`src/rtl/pdp8_ram_arb.sv`:
```
// pdp8_ram_arb: shares the single-ported pdp8_ram between the CPU port and the data-break (DMA) port.
// Define RAM_ARB_RR_EN for round-robin arbitration; otherwise DMA has fixed priority over the CPU.
module pdp8_ram_arb (
    input  logic        clk,
    input  logic        reset,
    input  logic [14:0] cpu_addr,
    input  logic [11:0] cpu_wdata,
    input  logic        cpu_rd,
    input  logic        cpu_wr,
    output logic [11:0] cpu_rdata,
    output logic        cpu_ack,
    input  logic [14:0] dma_ma,
    input  logic [11:0] dma_wdata,
    input  logic        dma_read_req,
    input  logic        dma_write,
    output logic [11:0] dma_rdata,
    output logic        dma_done,
    output logic [14:0] ram_addr,
    output logic [11:0] ram_data_out,
    input  logic [11:0] ram_data_in,
    output logic        ram_rd,
    output logic        ram_wr,
    output logic        dma_active
);

    typedef enum logic [1:0] {IDLE = 2'd0, ACC = 2'd1, RESP = 2'd2} state_t;

    state_t      state;
    logic        sel_dma;
    logic        op_wr;
    logic [11:0] cpu_rdata_q;
    logic [11:0] dma_rdata_q;

    logic        cpu_req;
    logic        dma_req;
    logic        grant_dma;
    logic        grant_wr;
    logic [14:0] grant_addr;
    logic [11:0] grant_wdata;

    assign cpu_req = cpu_rd | cpu_wr;
    assign dma_req = dma_read_req | dma_write;

`ifdef RAM_ARB_RR_EN
    logic last_dma;
    // On a tie the port that was not granted last wins.
    assign grant_dma = dma_req & (~cpu_req | ~last_dma);
`else
    assign grant_dma = dma_req;
`endif

    assign grant_wr    = grant_dma ? dma_write : cpu_wr;
    assign grant_addr  = grant_dma ? dma_ma    : cpu_addr;
    assign grant_wdata = grant_dma ? dma_wdata : cpu_wdata;

    // Read data is forwarded from the RAM during RESP so it is valid alongside the acknowledge.
    assign cpu_rdata = (state == RESP && !sel_dma && !op_wr) ? ram_data_in : cpu_rdata_q;
    assign dma_rdata = (state == RESP &&  sel_dma && !op_wr) ? ram_data_in : dma_rdata_q;

    always_ff @(posedge clk) begin
        if (reset) begin
            state        <= IDLE;
            sel_dma      <= 1'b0;
            op_wr        <= 1'b0;
            ram_addr     <= '0;
            ram_data_out <= '0;
            ram_rd       <= 1'b0;
            ram_wr       <= 1'b0;
            cpu_ack      <= 1'b0;
            dma_done     <= 1'b0;
            dma_active   <= 1'b0;
            cpu_rdata_q  <= '0;
            dma_rdata_q  <= '0;
`ifdef RAM_ARB_RR_EN
            last_dma     <= 1'b0;
`endif
        end else begin
            ram_rd   <= 1'b0;
            ram_wr   <= 1'b0;
            cpu_ack  <= 1'b0;
            dma_done <= 1'b0;
            case (state)
                IDLE: begin
                    if (cpu_req | dma_req) begin
                        state        <= ACC;
                        sel_dma      <= grant_dma;
                        op_wr        <= grant_wr;
                        ram_addr     <= grant_addr;
                        ram_data_out <= grant_wdata;
                        ram_rd       <= ~grant_wr;
                        ram_wr       <= grant_wr;
                        dma_active   <= grant_dma;
`ifdef RAM_ARB_RR_EN
                        last_dma     <= grant_dma;
`endif
                    end
                end
                ACC: begin
                    state    <= RESP;
                    cpu_ack  <= ~sel_dma;
                    dma_done <= sel_dma;
                end
                RESP: begin
                    state      <= IDLE;
                    dma_active <= 1'b0;
                    if (!op_wr) begin
                        if (sel_dma) dma_rdata_q <= ram_data_in;
                        else         cpu_rdata_q <= ram_data_in;
                    end
                end
                default: state <= IDLE;
            endcase
        end
    end

endmodule

```
`config.mk`:
```
export PLATFORM = sky130hd
export DESIGN_NAME = pdp8_ram_arb
export DESIGN_NICKNAME = d
export VERILOG_FILES = /design/src/rtl/pdp8_ram_arb.sv
export SDC_FILE = /design/constraint.sdc
export NUM_CORES = 1
export LEC_CHECK = 0
export ABC_CLOCK_PERIOD_IN_PS = 2130
export BUFFER_PORTS_ARGS = -buffer_cell sky130_fd_sc_hd__buf_2
export CORE_AREA = 2 2 78 80
export DETAILED_ROUTE_END_ITERATION = 8
export DIE_AREA = 0 0 80 82
export GPL_ROUTABILITY_DRIVEN = 1
export PLACE_DENSITY_LB_ADDON = 0.12
export SLEW_MARGIN = 5
export SYNTH_ARGS = -nofsm -noshare
export SYNTH_HDL_FRONTEND = slang
export SYNTH_SLANG_ARGS = --single-unit
```
`constraint.sdc`:
```
create_clock -name clk -period 2.13 [get_ports clk]
set_input_delay 0.213 -clock clk [delete_from_list [all_inputs] [get_ports clk]]
set_output_delay 0.213 -clock clk [all_outputs]
set_load 0.05 [all_outputs]
```
==> reports/results.txt <==
ANT nets after route: 0
Net Sw Frac: 0.332
GRT Total Usage: 0.176
WS Path Type: reg2out
Crit path max-delay cell type: and4bb_2
CP top delay family: simple AND/OR/NAND/NOR gates
R2R Setup Slk: 600 ps
Fin util: 0.606
Hold crit path type: in2reg
Fill cells: 513
Total negative setup slack: 0 ps
Via count: 2174
Root buffer cell: clkbuf_8
CTS H-Tree Depth: 3
Library cells used by synthesis: 26
Min-Delay Path Depth: 4
HPWL after DPL: 4.23 mm
Initial antenna violation count: 0
Worst Max-Slew Pin Slew: 451 ps
Remaining DRCs: 0
Fin crit share: 0.955
Share of cells above drive strength 1: 0.537
CP Capture Type: output pin
Seq pwr share: 0.423
Synthesized area: 2590 um^2
Peak VDD IR: 542 uV
Post-cts repair resize count: 0
YS warnings: 0
Commonest non-fill, non-tap cell in the layout: buf_2
Worst Hold Path EP: dma_active
Total die area: 6560 um^2
Clock Path Buffers: 2
Die Wd: 80 um
Part of the Yosys area used for sequential elements: 0.464
Post-layout min period: 2040 ps
Clock power share: 0.310
Final Max Tran Viols: 0
GR Overflow Total: 0
Avg Inst Size Synth: 11.2 um^2
Worst setup SP type: flip-flop
Achievable Freq: 491 MHz
Most frequent cells in the layout: buf_2, dfxtp_1, a21oi_1, mux2i_1, nor2b_1
Area Overhead vs Synth: 34.5%
Reg2reg end: dma_rdata_q[10]
Final nets: 432
Skew final: 4.39 ps
Final setup viols: 0
Port Buffers: 127
Leakage power: 1.63 nW
Core ar.: 5750 um^2
Hold_sp: cpu_rd
RSZ-0062 raised after global routing: false
RD Place Congestion: 0.693
First-pass GRT wire length: 8.98 mm
Die height: 82 um
Starting DRT DRC Count: 33
Drt first pass iters: 4
# IOs: 128
Synth Register Bits: 60
CP max stage delay: 530 ps
Vias in the first global route: 1969
Power Density: 852 nW/um^2
Num rows: 28
WL/cell: 13.2 um
Rel. slew slack: 0.699
Crit Path Max Fanout: 12
Syn_nets: 304
WL final: 5.81 mm
Starting Density: 0.450
Worst path required time: 1920 ps
Buffers & Inverters on Critical Path: 1
Hold violation count in the final report: 0
Logic pwr share: 0.267
Number of post-CTS setup repair buffers: 0
Internal power: 1.98 mW
Clock latency on the worst-skew pair: 320 ps
Hold Buf Count CTS: 0
Status: finished, final reports clean
Pwr Total: 2.96 mW
Largest net degree at the start of global routing: 30
CP cell instances: and4bb_2, mux2_2, buf_2
Num CTS Buffers: 9
Arrival time at the worst endpoint: 1820 ps
Post-synthesis cell count: 232
Number of vias per cell: 4.94
Levels on crit path: 3
Reg clk slew, reported paths: 60 ps
Antenna fix cells: 0
CTS tree: done
MaxCap Viol Count: 0
Worst R2R Start: state[0]
Net Sw Power: 0.985 mW
CTS Sinks: 60
R2R depth: 3
Hold Slack: 222 ps
## Yosys cell counts, drive strengths merged
library cell	count	area, um^2
clkbuf	9	33.8
a31oi	1	6.26
nor4b	1	15.0
inv	1	3.75
nor3	1	5.00
nor2	4	22.5
and4bb	1	12.5
a211oi	28	310
nand3b	1	7.51
and2	2	12.5
o31ai	1	7.51
mux2i	27	270
nor3b	2	15.0
a21oi	30	150
o21ai	1	5.00
nor2b	25	156
buf	10	67.6
dfxtp	60	1200
mux2	24	270
or4	1	7.51
nand2	2	7.51
## worst max path at each step
stage,start,endpoint
global placement,state[0],dma_rdata[8]
finish,state[0],dma_rdata[10]
detailed placement,state[0],dma_rdata[6]
CTS,state[0],dma_rdata[6]
global route,state[0],dma_rdata[6]
floorplan,state[0],cpu_rdata_q[8]
## metrics by stage
stage | cell area (um^2) | instances | setup slack (ps)
6_report | 3480 | 440 | 94.9
5_1_grt | 3480 | 440 | 17.1
2_1_floorplan | 2590 | 232 | 295
3_5_place_dp | 3300 | 424 | 430
3_3_place_gp | 3300 | 424 | 469
4_1_cts | 3480 | 440 | 64.6
## sequential cells by signal, indices dropped and copies added, names as in the netlist
| register | count |
|---|---|
| ram_addr | 15 |
| cpu_rdata_q | 12 |
| dma_rdata_q | 12 |
| ram_data_out | 12 |
| state | 2 |
| cpu_ack | 1 |
| dma_active | 1 |
| dma_done | 1 |
| op_wr | 1 |
| ram_rd | 1 |
| ram_wr | 1 |
| sel_dma | 1 |
## cells by family after synthesis
logic type	count (synthesis)	synth area share
buffers and inverters	20	0.0406
DFF	60	0.464
AOI/OAI and AO/OA	61	0.185
muxes	51	0.209
and+or+nand+nor	40	0.101
## metal layers
metal / wire (um) / vias to the layer above / track usage
met5: 0 / - / 0
met4: 62 / 0 / 0.0814
met3: 462 / 6 / 0.0495
met2: 2770 / 77 / 0.292
met1: 2520 / 995 / 0.212
li1: - / 1096 / -
## area by class of cell
type	count	area, um^2	area share
inverters	1	3.75	0.00108
multi-input cells	152	1280	0.369
repair buffers	136	716	0.206
clock inverters	1	5.00	0.00144
well taps	75	93.8	0.0270
clock buffers	15	176	0.0507
flip-flops and latches	60	1200	0.345
## worst min-delay path, delay by kind of cell
family,cells,cell delay [ps]
buf+inv,1,80
simple gates,2,130
compound gates,1,60
## power groups by stage
stage	clock network (mW)	registers, mW	logic, mW
finish	0.920	1.25	0.791
CTS	0.956	1.25	0.800
floorplan	0	1.52	0.350
global route	1.01	1.26	0.842
global placement	0	1.28	0.791
detailed placement	0	1.28	0.800
Power figures use the tool's default switching activity.
